## config.mk

```make
export PLATFORM = sky130hd
export DESIGN_NAME = uart_axil_arbiter_flat
export DESIGN_NICKNAME = d
export VERILOG_FILES = /design/src/rtl/uart_axil_arb_pkg.sv /design/src/rtl/uart_axil_arbiter_if.sv /design/src/rtl/uart_axil_arb_mux.sv /design/src/rtl/uart_axil_arbiter.sv /design/src/flat_wrapper.sv
export SDC_FILE = /design/constraint.sdc
export NUM_CORES = 1
export LEC_CHECK = 0
export BUFFER_PORTS_ARGS = -buffer_cell sky130_fd_sc_hd__buf_2
export CAP_MARGIN = 20
export CORE_AREA = 2 2 126 128
export DETAILED_ROUTE_END_ITERATION = 8
export DIE_AREA = 0 0 128 130
export PLACE_DENSITY = 0.49
export SYNTH_ARGS = -nofsm -noshare
export SYNTH_HDL_FRONTEND = slang
export SYNTH_SLANG_ARGS = --single-unit
```

## constraint.sdc

```tcl
create_clock -name chipset_clk -period 3.02 [get_ports chipset_clk]
set_input_delay 0.604 -clock chipset_clk [delete_from_list [all_inputs] [get_ports chipset_clk]]
set_output_delay 0.604 -clock chipset_clk [all_outputs]
set_load 0.01 [all_outputs]
```

## src/rtl/uart_axil_arb_pkg.sv

```systemverilog
// Shared types and constants for the UART AXI4-Lite arbiter.
package uart_axil_arb_pkg;

  typedef enum logic [2:0] {
    StIdle,
    StWr,
    StWb,
    StRa,
    StRd
  } arb_state_e;

  localparam logic [1:0] RESP_OKAY = 2'b00;

endpackage

```

## src/rtl/uart_axil_arbiter_if.sv

```systemverilog
// AXI4-Lite register-port bundle; master drives requests, slave drives responses.
interface uart_axil_arbiter_if #(
  parameter int unsigned ADDR_WIDTH = 13,
  parameter int unsigned DATA_WIDTH = 32
);
  localparam int unsigned STRB_WIDTH = DATA_WIDTH / 8;

  logic [ADDR_WIDTH-1:0] awaddr;
  logic                  awvalid;
  logic                  awready;
  logic [DATA_WIDTH-1:0] wdata;
  logic [STRB_WIDTH-1:0] wstrb;
  logic                  wvalid;
  logic                  wready;
  logic [1:0]            bresp;
  logic                  bvalid;
  logic                  bready;
  logic [ADDR_WIDTH-1:0] araddr;
  logic                  arvalid;
  logic                  arready;
  logic [DATA_WIDTH-1:0] rdata;
  logic [1:0]            rresp;
  logic                  rvalid;
  logic                  rready;

  modport master (
    output awaddr, awvalid, wdata, wstrb, wvalid, bready, araddr, arvalid, rready,
    input  awready, wready, bresp, bvalid, arready, rdata, rresp, rvalid
  );

  modport slave (
    input  awaddr, awvalid, wdata, wstrb, wvalid, bready, araddr, arvalid, rready,
    output awready, wready, bresp, bvalid, arready, rdata, rresp, rvalid
  );

endinterface

```

## src/rtl/uart_axil_arb_mux.sv

```systemverilog
// Combinational 2:1 channel steering between two requesters and the shared port.
// Each channel only passes when its enable is set; everything else reads as 0.
module uart_axil_arb_mux
  import uart_axil_arb_pkg::*;
#(
  parameter int unsigned ADDR_WIDTH = 13,
  parameter int unsigned DATA_WIDTH = 32
) (
  input  logic                grant_id,
  input  logic                en_aw,
  input  logic                en_w,
  input  logic                en_b,
  input  logic                en_ar,
  input  logic                en_r,
  uart_axil_arbiter_if.slave  s0_axi,
  uart_axil_arbiter_if.slave  s1_axi,
  uart_axil_arbiter_if.master m_axi
);
  localparam int unsigned STRB_WIDTH = DATA_WIDTH / 8;

  logic [ADDR_WIDTH-1:0] sel_awaddr;
  logic                  sel_awvalid;
  logic [DATA_WIDTH-1:0] sel_wdata;
  logic [STRB_WIDTH-1:0] sel_wstrb;
  logic                  sel_wvalid;
  logic                  sel_bready;
  logic [ADDR_WIDTH-1:0] sel_araddr;
  logic                  sel_arvalid;
  logic                  sel_rready;

  // Pick the granted requester's request-side signals.
  always_comb begin
    sel_awaddr  = grant_id ? s1_axi.awaddr  : s0_axi.awaddr;
    sel_awvalid = grant_id ? s1_axi.awvalid : s0_axi.awvalid;
    sel_wdata   = grant_id ? s1_axi.wdata   : s0_axi.wdata;
    sel_wstrb   = grant_id ? s1_axi.wstrb   : s0_axi.wstrb;
    sel_wvalid  = grant_id ? s1_axi.wvalid  : s0_axi.wvalid;
    sel_bready  = grant_id ? s1_axi.bready  : s0_axi.bready;
    sel_araddr  = grant_id ? s1_axi.araddr  : s0_axi.araddr;
    sel_arvalid = grant_id ? s1_axi.arvalid : s0_axi.arvalid;
    sel_rready  = grant_id ? s1_axi.rready  : s0_axi.rready;
  end

  // Gate the selected request signals onto the master port.
  always_comb begin
    m_axi.awaddr  = en_aw ? sel_awaddr : '0;
    m_axi.awvalid = en_aw & sel_awvalid;
    m_axi.wdata   = en_w ? sel_wdata : '0;
    m_axi.wstrb   = en_w ? sel_wstrb : '0;
    m_axi.wvalid  = en_w & sel_wvalid;
    m_axi.bready  = en_b & sel_bready;
    m_axi.araddr  = en_ar ? sel_araddr : '0;
    m_axi.arvalid = en_ar & sel_arvalid;
    m_axi.rready  = en_r & sel_rready;
  end

  // Route responses to the granted requester only; the other one sees all zeros.
  always_comb begin
    s0_axi.awready = 1'b0;
    s0_axi.wready  = 1'b0;
    s0_axi.bresp   = RESP_OKAY;
    s0_axi.bvalid  = 1'b0;
    s0_axi.arready = 1'b0;
    s0_axi.rdata   = '0;
    s0_axi.rresp   = RESP_OKAY;
    s0_axi.rvalid  = 1'b0;
    s1_axi.awready = 1'b0;
    s1_axi.wready  = 1'b0;
    s1_axi.bresp   = RESP_OKAY;
    s1_axi.bvalid  = 1'b0;
    s1_axi.arready = 1'b0;
    s1_axi.rdata   = '0;
    s1_axi.rresp   = RESP_OKAY;
    s1_axi.rvalid  = 1'b0;
    if (grant_id) begin
      s1_axi.awready = en_aw & m_axi.awready;
      s1_axi.wready  = en_w & m_axi.wready;
      s1_axi.bresp   = en_b ? m_axi.bresp : RESP_OKAY;
      s1_axi.bvalid  = en_b & m_axi.bvalid;
      s1_axi.arready = en_ar & m_axi.arready;
      s1_axi.rdata   = en_r ? m_axi.rdata : '0;
      s1_axi.rresp   = en_r ? m_axi.rresp : RESP_OKAY;
      s1_axi.rvalid  = en_r & m_axi.rvalid;
    end else begin
      s0_axi.awready = en_aw & m_axi.awready;
      s0_axi.wready  = en_w & m_axi.wready;
      s0_axi.bresp   = en_b ? m_axi.bresp : RESP_OKAY;
      s0_axi.bvalid  = en_b & m_axi.bvalid;
      s0_axi.arready = en_ar & m_axi.arready;
      s0_axi.rdata   = en_r ? m_axi.rdata : '0;
      s0_axi.rresp   = en_r ? m_axi.rresp : RESP_OKAY;
      s0_axi.rvalid  = en_r & m_axi.rvalid;
    end
  end

endmodule

```

## src/rtl/uart_axil_arbiter.sv

```systemverilog
// Round-robin two-requester AXI4-Lite arbiter in front of the UART register port.
// One whole transaction is granted at a time; the FSM lives here, steering in the mux.
module uart_axil_arbiter
  import uart_axil_arb_pkg::*;
#(
  parameter int unsigned ADDR_WIDTH = 13,
  parameter int unsigned DATA_WIDTH = 32
) (
  input  logic                chipset_clk,
  input  logic                chipset_rst,
  uart_axil_arbiter_if.slave  s0_axi,
  uart_axil_arbiter_if.slave  s1_axi,
  uart_axil_arbiter_if.master m_axi,
  output logic                grant_id,
  output logic                busy
);

  arb_state_e state_q;
  logic       grant_q;
  logic       rr_last_q;
  logic       aw_done_q;
  logic       w_done_q;

  logic req0, req1, pick, pick_wr;
  logic aw_hs, w_hs, b_hs, ar_hs, r_hs;
  logic en_aw, en_w, en_b, en_ar, en_r;

  // Arbitration choice and master-side handshakes.
  always_comb begin
    req0    = s0_axi.awvalid | s0_axi.arvalid;
    req1    = s1_axi.awvalid | s1_axi.arvalid;
    // On a tie, serve whoever was not served last.
    pick    = (req0 & req1) ? ~rr_last_q : req1;
    pick_wr = pick ? s1_axi.awvalid : s0_axi.awvalid;
    aw_hs   = m_axi.awvalid & m_axi.awready;
    w_hs    = m_axi.wvalid & m_axi.wready;
    b_hs    = m_axi.bvalid & m_axi.bready;
    ar_hs   = m_axi.arvalid & m_axi.arready;
    r_hs    = m_axi.rvalid & m_axi.rready;
  end

  // Channel enables decoded from registered state; done channels stop forwarding.
  always_comb begin
    en_aw = (state_q == StWr) & ~aw_done_q;
    en_w  = (state_q == StWr) & ~w_done_q;
    en_b  = (state_q == StWb);
    en_ar = (state_q == StRa);
    en_r  = (state_q == StRd);
  end

  // Transaction FSM with round-robin pointer and sticky write-channel flags.
  always_ff @(posedge chipset_clk) begin
    if (chipset_rst) begin
      state_q   <= StIdle;
      grant_q   <= 1'b0;
      rr_last_q <= 1'b1;
      aw_done_q <= 1'b0;
      w_done_q  <= 1'b0;
    end else begin
      case (state_q)
        StIdle: begin
          aw_done_q <= 1'b0;
          w_done_q  <= 1'b0;
          if (req0 | req1) begin
            grant_q <= pick;
            state_q <= pick_wr ? StWr : StRa;
          end
        end
        StWr: begin
          if (aw_hs) aw_done_q <= 1'b1;
          if (w_hs) w_done_q <= 1'b1;
          if ((aw_done_q | aw_hs) & (w_done_q | w_hs)) state_q <= StWb;
        end
        StWb: begin
          if (b_hs) begin
            state_q   <= StIdle;
            rr_last_q <= grant_q;
          end
        end
        StRa: begin
          if (ar_hs) state_q <= StRd;
        end
        StRd: begin
          if (r_hs) begin
            state_q   <= StIdle;
            rr_last_q <= grant_q;
          end
        end
        default: state_q <= StIdle;
      endcase
    end
  end

  assign grant_id = grant_q;
  assign busy     = (state_q != StIdle);

  uart_axil_arb_mux #(
    .ADDR_WIDTH(ADDR_WIDTH),
    .DATA_WIDTH(DATA_WIDTH)
  ) u_mux (
    .grant_id(grant_q),
    .en_aw   (en_aw),
    .en_w    (en_w),
    .en_b    (en_b),
    .en_ar   (en_ar),
    .en_r    (en_r),
    .s0_axi  (s0_axi),
    .s1_axi  (s1_axi),
    .m_axi   (m_axi)
  );

endmodule
```

## src/flat_wrapper.sv

```systemverilog
// flat-port wrapper written by rule: the top's interface ports become plain ports
module uart_axil_arbiter_flat import uart_axil_arb_pkg::*;
#(
  parameter int unsigned ADDR_WIDTH = 13,
  parameter int unsigned DATA_WIDTH = 32
)
  (chipset_clk, chipset_rst, grant_id, busy, s0_axi_awaddr, s0_axi_awvalid, s0_axi_wdata, s0_axi_wstrb, s0_axi_wvalid, s0_axi_bready, s0_axi_araddr, s0_axi_arvalid, s0_axi_rready, s0_axi_awready, s0_axi_wready, s0_axi_bresp, s0_axi_bvalid, s0_axi_arready, s0_axi_rdata, s0_axi_rresp, s0_axi_rvalid, s1_axi_awaddr, s1_axi_awvalid, s1_axi_wdata, s1_axi_wstrb, s1_axi_wvalid, s1_axi_bready, s1_axi_araddr, s1_axi_arvalid, s1_axi_rready, s1_axi_awready, s1_axi_wready, s1_axi_bresp, s1_axi_bvalid, s1_axi_arready, s1_axi_rdata, s1_axi_rresp, s1_axi_rvalid, m_axi_awaddr, m_axi_awvalid, m_axi_wdata, m_axi_wstrb, m_axi_wvalid, m_axi_bready, m_axi_araddr, m_axi_arvalid, m_axi_rready, m_axi_awready, m_axi_wready, m_axi_bresp, m_axi_bvalid, m_axi_arready, m_axi_rdata, m_axi_rresp, m_axi_rvalid);
  uart_axil_arbiter_if #(.ADDR_WIDTH(ADDR_WIDTH), .DATA_WIDTH(DATA_WIDTH)) s0_axi_i ();
  uart_axil_arbiter_if #(.ADDR_WIDTH(ADDR_WIDTH), .DATA_WIDTH(DATA_WIDTH)) s1_axi_i ();
  uart_axil_arbiter_if #(.ADDR_WIDTH(ADDR_WIDTH), .DATA_WIDTH(DATA_WIDTH)) m_axi_i ();
  input  logic chipset_clk;
  input  logic chipset_rst;
  output logic grant_id;
  output logic busy;
  input wire logic [$bits(s0_axi_i.awaddr)-1:0] s0_axi_awaddr;
  input wire logic [$bits(s0_axi_i.awvalid)-1:0] s0_axi_awvalid;
  input wire logic [$bits(s0_axi_i.wdata)-1:0] s0_axi_wdata;
  input wire logic [$bits(s0_axi_i.wstrb)-1:0] s0_axi_wstrb;
  input wire logic [$bits(s0_axi_i.wvalid)-1:0] s0_axi_wvalid;
  input wire logic [$bits(s0_axi_i.bready)-1:0] s0_axi_bready;
  input wire logic [$bits(s0_axi_i.araddr)-1:0] s0_axi_araddr;
  input wire logic [$bits(s0_axi_i.arvalid)-1:0] s0_axi_arvalid;
  input wire logic [$bits(s0_axi_i.rready)-1:0] s0_axi_rready;
  output wire logic [$bits(s0_axi_i.awready)-1:0] s0_axi_awready;
  output wire logic [$bits(s0_axi_i.wready)-1:0] s0_axi_wready;
  output wire logic [$bits(s0_axi_i.bresp)-1:0] s0_axi_bresp;
  output wire logic [$bits(s0_axi_i.bvalid)-1:0] s0_axi_bvalid;
  output wire logic [$bits(s0_axi_i.arready)-1:0] s0_axi_arready;
  output wire logic [$bits(s0_axi_i.rdata)-1:0] s0_axi_rdata;
  output wire logic [$bits(s0_axi_i.rresp)-1:0] s0_axi_rresp;
  output wire logic [$bits(s0_axi_i.rvalid)-1:0] s0_axi_rvalid;
  input wire logic [$bits(s1_axi_i.awaddr)-1:0] s1_axi_awaddr;
  input wire logic [$bits(s1_axi_i.awvalid)-1:0] s1_axi_awvalid;
  input wire logic [$bits(s1_axi_i.wdata)-1:0] s1_axi_wdata;
  input wire logic [$bits(s1_axi_i.wstrb)-1:0] s1_axi_wstrb;
  input wire logic [$bits(s1_axi_i.wvalid)-1:0] s1_axi_wvalid;
  input wire logic [$bits(s1_axi_i.bready)-1:0] s1_axi_bready;
  input wire logic [$bits(s1_axi_i.araddr)-1:0] s1_axi_araddr;
  input wire logic [$bits(s1_axi_i.arvalid)-1:0] s1_axi_arvalid;
  input wire logic [$bits(s1_axi_i.rready)-1:0] s1_axi_rready;
  output wire logic [$bits(s1_axi_i.awready)-1:0] s1_axi_awready;
  output wire logic [$bits(s1_axi_i.wready)-1:0] s1_axi_wready;
  output wire logic [$bits(s1_axi_i.bresp)-1:0] s1_axi_bresp;
  output wire logic [$bits(s1_axi_i.bvalid)-1:0] s1_axi_bvalid;
  output wire logic [$bits(s1_axi_i.arready)-1:0] s1_axi_arready;
  output wire logic [$bits(s1_axi_i.rdata)-1:0] s1_axi_rdata;
  output wire logic [$bits(s1_axi_i.rresp)-1:0] s1_axi_rresp;
  output wire logic [$bits(s1_axi_i.rvalid)-1:0] s1_axi_rvalid;
  output wire logic [$bits(m_axi_i.awaddr)-1:0] m_axi_awaddr;
  output wire logic [$bits(m_axi_i.awvalid)-1:0] m_axi_awvalid;
  output wire logic [$bits(m_axi_i.wdata)-1:0] m_axi_wdata;
  output wire logic [$bits(m_axi_i.wstrb)-1:0] m_axi_wstrb;
  output wire logic [$bits(m_axi_i.wvalid)-1:0] m_axi_wvalid;
  output wire logic [$bits(m_axi_i.bready)-1:0] m_axi_bready;
  output wire logic [$bits(m_axi_i.araddr)-1:0] m_axi_araddr;
  output wire logic [$bits(m_axi_i.arvalid)-1:0] m_axi_arvalid;
  output wire logic [$bits(m_axi_i.rready)-1:0] m_axi_rready;
  input wire logic [$bits(m_axi_i.awready)-1:0] m_axi_awready;
  input wire logic [$bits(m_axi_i.wready)-1:0] m_axi_wready;
  input wire logic [$bits(m_axi_i.bresp)-1:0] m_axi_bresp;
  input wire logic [$bits(m_axi_i.bvalid)-1:0] m_axi_bvalid;
  input wire logic [$bits(m_axi_i.arready)-1:0] m_axi_arready;
  input wire logic [$bits(m_axi_i.rdata)-1:0] m_axi_rdata;
  input wire logic [$bits(m_axi_i.rresp)-1:0] m_axi_rresp;
  input wire logic [$bits(m_axi_i.rvalid)-1:0] m_axi_rvalid;
  assign s0_axi_i.awaddr = s0_axi_awaddr;
  assign s0_axi_i.awvalid = s0_axi_awvalid;
  assign s0_axi_i.wdata = s0_axi_wdata;
  assign s0_axi_i.wstrb = s0_axi_wstrb;
  assign s0_axi_i.wvalid = s0_axi_wvalid;
  assign s0_axi_i.bready = s0_axi_bready;
  assign s0_axi_i.araddr = s0_axi_araddr;
  assign s0_axi_i.arvalid = s0_axi_arvalid;
  assign s0_axi_i.rready = s0_axi_rready;
  assign s0_axi_awready = s0_axi_i.awready;
  assign s0_axi_wready = s0_axi_i.wready;
  assign s0_axi_bresp = s0_axi_i.bresp;
  assign s0_axi_bvalid = s0_axi_i.bvalid;
  assign s0_axi_arready = s0_axi_i.arready;
  assign s0_axi_rdata = s0_axi_i.rdata;
  assign s0_axi_rresp = s0_axi_i.rresp;
  assign s0_axi_rvalid = s0_axi_i.rvalid;
  assign s1_axi_i.awaddr = s1_axi_awaddr;
  assign s1_axi_i.awvalid = s1_axi_awvalid;
  assign s1_axi_i.wdata = s1_axi_wdata;
  assign s1_axi_i.wstrb = s1_axi_wstrb;
  assign s1_axi_i.wvalid = s1_axi_wvalid;
  assign s1_axi_i.bready = s1_axi_bready;
  assign s1_axi_i.araddr = s1_axi_araddr;
  assign s1_axi_i.arvalid = s1_axi_arvalid;
  assign s1_axi_i.rready = s1_axi_rready;
  assign s1_axi_awready = s1_axi_i.awready;
  assign s1_axi_wready = s1_axi_i.wready;
  assign s1_axi_bresp = s1_axi_i.bresp;
  assign s1_axi_bvalid = s1_axi_i.bvalid;
  assign s1_axi_arready = s1_axi_i.arready;
  assign s1_axi_rdata = s1_axi_i.rdata;
  assign s1_axi_rresp = s1_axi_i.rresp;
  assign s1_axi_rvalid = s1_axi_i.rvalid;
  assign m_axi_awaddr = m_axi_i.awaddr;
  assign m_axi_awvalid = m_axi_i.awvalid;
  assign m_axi_wdata = m_axi_i.wdata;
  assign m_axi_wstrb = m_axi_i.wstrb;
  assign m_axi_wvalid = m_axi_i.wvalid;
  assign m_axi_bready = m_axi_i.bready;
  assign m_axi_araddr = m_axi_i.araddr;
  assign m_axi_arvalid = m_axi_i.arvalid;
  assign m_axi_rready = m_axi_i.rready;
  assign m_axi_i.awready = m_axi_awready;
  assign m_axi_i.wready = m_axi_wready;
  assign m_axi_i.bresp = m_axi_bresp;
  assign m_axi_i.bvalid = m_axi_bvalid;
  assign m_axi_i.arready = m_axi_arready;
  assign m_axi_i.rdata = m_axi_rdata;
  assign m_axi_i.rresp = m_axi_rresp;
  assign m_axi_i.rvalid = m_axi_rvalid;
  uart_axil_arbiter #(.ADDR_WIDTH(ADDR_WIDTH), .DATA_WIDTH(DATA_WIDTH)) u_core (.chipset_clk(chipset_clk), .chipset_rst(chipset_rst), .s0_axi(s0_axi_i), .s1_axi(s1_axi_i), .m_axi(m_axi_i), .grant_id(grant_id), .busy(busy));
endmodule
```

==> flow_metrics.tcl, run 1 <==
set metrics [dict create \
    status "finished, final reports clean" \
    r2r-start "u_core.state_q[1]" \
    viasPerCell 4.027 \
    final_cell_mix "327 x buf_2, 72 x nor2_1, 68 x and2_1" \
    track_usage_pct 11.67 \
    crit_path_end_kind "output pin" \
    syn-cell-area_mm2 0.002034 \
    hold_viol 0 \
    synth_top_area_share_pct 31.98 \
    cts_setup_buffers 0 \
    r2r_cells 5 \
    wirelength_mm 11.49 \
    fill_cells 1812 \
    final_common_cell "buf_2" \
    p_per_area_mw_per_mm2 415.3 \
    dp.cells 799 \
    stdcell_area_mm2 0.003913 \
    cts_root_buffer "clkbuf_16" \
    grt_pass1_wl_mm 15.17 \
    p_leak_nw 2.322 \
    p_comb_share_pct 75.5 \
    clock_power_share_pct 13.8 \
    fp.coreArea_mm2 0.01542 \
    synth_area_per_cell_um2 6.737 \
    synth_area_leaders "mux2i_1 32%, and2_1 21%, nor2_1 13%" \
    p_seq_share_pct 10.7 \
    synth-main-ff-cell "dfxtp_1" \
    antenna_found_initial 0 \
    cts_resized 0 \
    ys_ff_latch 7 \
    setup_tns_ns 0 \
    num_rows 46 \
    yosys.area.top_type "mux2i_1" \
    use_met1_pct 14.96 \
    grt.busiest_layer "met2" \
    area_delta_synth_final_pct 92.31 \
    path_class "reg2out" \
    place_hpwl_mm 10.12 \
    grt_max_degree 40 \
    cts_sinks 7 \
    p_sw_uw 789.5 \
    worst_pin_slew_ns 0.7341 \
    antenna_left 0 \
    final_cells 803 \
    syn_nets 479 \
    grtUsageMet3_pct 2.091 \
    cap_violations 0 \
    path_clk_slew_ns 0.04 \
    max-slew-margin-rel_pct 50.96 \
    finalCritPeriodShare_pct 89.70 \
    initial_utilization_pct 13.19 \
    via_count 3234 \
    overflow 0 \
    holdPathStages 2 \
    synth-edff-count 0 \
    cts_tree "built" \
    gp_congestion 0.7599 \
    synthCells 302 \
    die_area_mm2 0.01664 \
    drt-initial-drc-count 72 \
    finalSetupViolations 0 \
    cp-startpoint "u_core.state_q[0]" \
    cp_data_required_time_ns 2.42 \
    swShare_pct 48.59 \
    cts_made_buffers 3 \
    ys_seq_area_share_pct 6.888 \
    ctsLongestPathBuffers 2 \
    slew_viol_final 0 \
    drive_gt1_share_pct 56.30 \
    max-vdd-ir-drop_uv 207.6 \
    insertion_delay_ns 0.23 \
    grt_pass1_vias 2778 \
    n_antenna_cell 0 \
    placed_cell_area_mm2 0.003834 \
    synth.distinct_cells 36 \
    min_from "u_core.w_done_q" \
    ys.warnings.count 0 \
    p_int_uw 835.5 \
    drcViolationCount 0 \
    htreeDepth 1 \
    wl_per_cell_um 14.31 \
    crit_fanout 37 \
    rsz0062_at_grt "false" \
    startpoint_type "flop" \
    die-width_um 128 \
    drt-pass1-iter-count 4 \
    use_met2_pct 21.17 \
    hp-class "reg2reg" \
    fmax_ghz 0.3692 \
    design.portCount 328 \
    skew_ns 0.0007246 \
    port_buffers 327 \
    fp.dieH_um 130 \
    fin_crit_ns 2.709 \
    postCtsHoldBufs 0 \
    synthArstFlopShare_pct 0 \
    fin_nets 789 \
    cp_data_arrival_time_ns 2.10 \
]
final timing paths:
kind	endpoint	slack (ns)
worst max-delay path	m_axi_wvalid	0.31
worst min-delay path	u_core.w_done_q	0.50
worst max register to register	u_core.state_q[0]	1.00
worst min register to register	u_core.w_done_q	0.50
cell type report:
cell class / instances / area [um^2] / share of cell area, %
multi-input combinational: 263 / 1744 / 44.58
timing repair buffer: 332 / 1687 / 43.11
tap: 192 / 240.2 / 6.140
sequential: 7 / 143.9 / 3.678
clock buffer: 4 / 78.83 / 2.015
inverter: 5 / 18.77 / 0.4797
power groups by stage:
| stage | Combinational (mW) | Sequential [mW] | Clock, mW |
|---|---|---|---|
| floorplan | 0.814 | 0.127 | 0 |
| global placement | 1.24 | 0.172 | 0 |
| detailed placement | 1.25 | 0.175 | 0 |
| CTS | 1.25 | 0.174 | 0.231 |
| global route | 1.36 | 0.181 | 0.236 |
| finish | 1.23 | 0.173 | 0.225 |
through the flow:
stage / util [%] / worst slack (ns) / power [mW] / hold WS [ns]
after floorplan: - / 0.7309 / 0.9416 / 0.4768
after global placement: 24.85 / 0.6319 / 1.408 / 0.5004
after detailed placement: 24.85 / 0.5392 / 1.421 / 0.4989
after CTS: 25.37 / 0.2960 / 1.654 / 0.5088
after global routing: 25.37 / 0.1682 / 1.775 / 0.5673
final: 25.37 / 0.3111 / 1.625 / 0.5046
metal layers:
metal	vias to the layer above	part of all wire, %
met3	4	8.4
met2	196	48
met5	-	0
met4	0	0.33
met1	1406	43
li1	1628	-
synth_stat cells (2+ instances only):
cell and count:
nor3b_1 2, buf_6 2, mux2_2 2, nor2b_1 5, buf_1 3, inv_1 5, nor2_1 72, and3_1 10
mux2i_1 65, a21oi_1 4, buf_2 9, nand2_1 2, and2_1 68, o21ai_0 4, clkbuf_1 12, o31ai_1 3
nor3_1 9, dfxtp_1 7
cells by family after synthesis:
group	synth area share, %
multiplexers	33.09
AO/OA/AOI/OAI	6.582
buffers and inverters	7.380
AND/OR/NAND/NOR	46.06
flip-flops	6.888
state kept, by name, indices dropped and copies added (netlist names):
| name | flops |
|---|---|
| u_core.aw_done_q | 1 |
| u_core.grant_id | 1 |
| u_core.rr_last_q | 1 |
| u_core.state_q | 3 |
| u_core.w_done_q | 1 |
critical path: stages, from the launching register on:
cell     delay, ns
dfxtp_1       0.46
or3b_2        0.50
or2_2         0.55
nor2_1        0.20
buf_2         0.15
No activity file was read; power rests on OpenSTA's default activity.
==> run 2, diff against run 1 <==
==> constraint.sdc (replaced) <==
create_clock -name chipset_clk -period 3.02 [get_ports chipset_clk]
set_input_delay 0.151 -clock chipset_clk [delete_from_list [all_inputs] [get_ports chipset_clk]]
set_output_delay 0.151 -clock chipset_clk [all_outputs]
set_load 0.01 [all_outputs]
==> flow_metrics.tcl, run 2 (same netlist as run 1, synthesis figures left out) <==
set metrics [dict create \
    status "finished, final reports clean" \
    path_clk_slew_ns 0.04 \
    cts_resized 0 \
    hp-class "in2reg" \
    startpoint_type "flop" \
    ctsLongestPathBuffers 2 \
    cts_setup_buffers 0 \
    final_cell_mix "327 x buf_2, 72 x nor2_1, 68 x and2_1" \
    crit_path_end_kind "output pin" \
    final_common_cell "buf_2" \
    die_area_mm2 0.01664 \
    num_rows 46 \
    area_delta_synth_final_pct 91.94 \
    finalCritPeriodShare_pct 76.27 \
    setup_ws_ns 0.7167 \
    path_class "reg2out" \
    max-vdd-ir-drop_uv 205.8 \
    hold_viol 0 \
    cts_made_buffers 3 \
    die-width_um 128 \
    p_per_area_mw_per_mm2 419.2 \
    drcViolationCount 0 \
    track_usage_pct 11.85 \
    insertion_delay_ns 0.23 \
    grt_max_degree 67 \
    gp_congestion 0.7411 \
    final_core_util_pct 25.32 \
    wirelength_mm 11.50 \
    worst_pin_slew_ns 0.8796 \
    wl_per_cell_um 14.34 \
    fin_nets 788 \
    design.portCount 328 \
    cap_violations 0 \
    grt_pass1_wl_mm 15.49 \
    fmax_ghz 0.4342 \
    overflow 0 \
    regMostFlops "u_core.state_q" \
    initial_utilization_pct 13.19 \
    drt-pass1-iter-count 4 \
    cp_data_arrival_time_ns 2.15 \
    fp.coreArea_mm2 0.01542 \
    viasPerCell 4.044 \
    antenna_left 0 \
    drive_gt1_share_pct 56.23 \
    skew_ns 0.002479 \
    postCtsHoldBufs 0 \
    power_mw 1.637 \
    slew_viol_final 0 \
    fin_crit_ns 2.303 \
    grt_pass1_vias 2786 \
    stdcell_area_mm2 0.003905 \
    p_leak_nw 2.317 \
    antenna_found_initial 0 \
    cts_sinks 7 \
    via_count 3243 \
    cts_root_buffer "clkbuf_16" \
    n_antenna_cell 0 \
    rsz0062_at_grt "false" \
    setup_tns_ns 0 \
    placed_cell_area_mm2 0.003826 \
    finalSetupViolations 0 \
    fp.dieH_um 130 \
    largest_reg_flops 3 \
    place_hpwl_mm 10.04 \
    cts_tree "built" \
    drt-initial-drc-count 81 \
    pre_cts_ws_ns 0.9836 \
    htreeDepth 1 \
    crit_fanout 37 \
    max-slew-margin-rel_pct 41.23 \
    cp_data_required_time_ns 2.87 \
    port_buffers 327 \
]
-- run 2: cell types whose count changed in the layout (fill, tap and decap cells not counted), sizes merged --
| cell | before | now |
|---|---|---|
| buf | 332 | 331 |
-- run 2: cell type report --
| cell class | instances | area [um^2] |
|---|---|---|
| Fill cell | 1729 | 11520 |
| Sequential cell | 7 | 143.9 |
| Inverter | 5 | 18.77 |
| Tap cell | 192 | 240.2 |
| Clock buffer | 4 | 78.83 |
| Timing Repair Buffer | 331 | 1679 |
| Multi-Input combinational cell | 263 | 1744 |
-- run 2: worst paths after layout --
path | start | to | slack (ns) | cells past startpoint
min | chipset_rst | u_core.grant_id | 0.22 | 2
min reg2reg | u_core.w_done_q | u_core.w_done_q | 0.50 | 2
max | u_core.state_q[0] | m_axi_wdata[6] | 0.72 | 4
max reg2reg | u_core.state_q[1] | u_core.state_q[0] | 0.95 | 5
-- run 2: metal layers --
layer | vias up | GRT usage [%] | part of all wire [%]
met3 | 4 | 1.476 | 8.5
met2 | 211 | 21.04 | 48
met5 | - | 0 | 0
met4 | 0 | 0.9696 | 0.30
li1 | 1631 | - | -
met1 | 1397 | 16.03 | 43
-- run 2: worst max-delay path, cell delays in order, from the launching register on --
cell and delay, ns:
dfxtp_1 0.48, or3b_2 0.50, or2_2 0.57, nor2_1 0.21
buf_2 0.15
-- run 2: report_power, final --
part	internal [mW]	switching [mW]	total (mW)
combinational	0.539	0.697	1.24
clock	0.176	0.0527	0.229
sequential	0.118	0.0535	0.172
total	0.833	0.804	1.64
-- run 2: through the flow --
step	hold slack, ns	std cells
2_1_floorplan	0.3503	302
3_3_place_gp	0.4516	798
3_5_place_dp	0.4468	798
4_1_cts	0.2055	802
5_1_grt	0.2330	802
6_report	0.2235	802
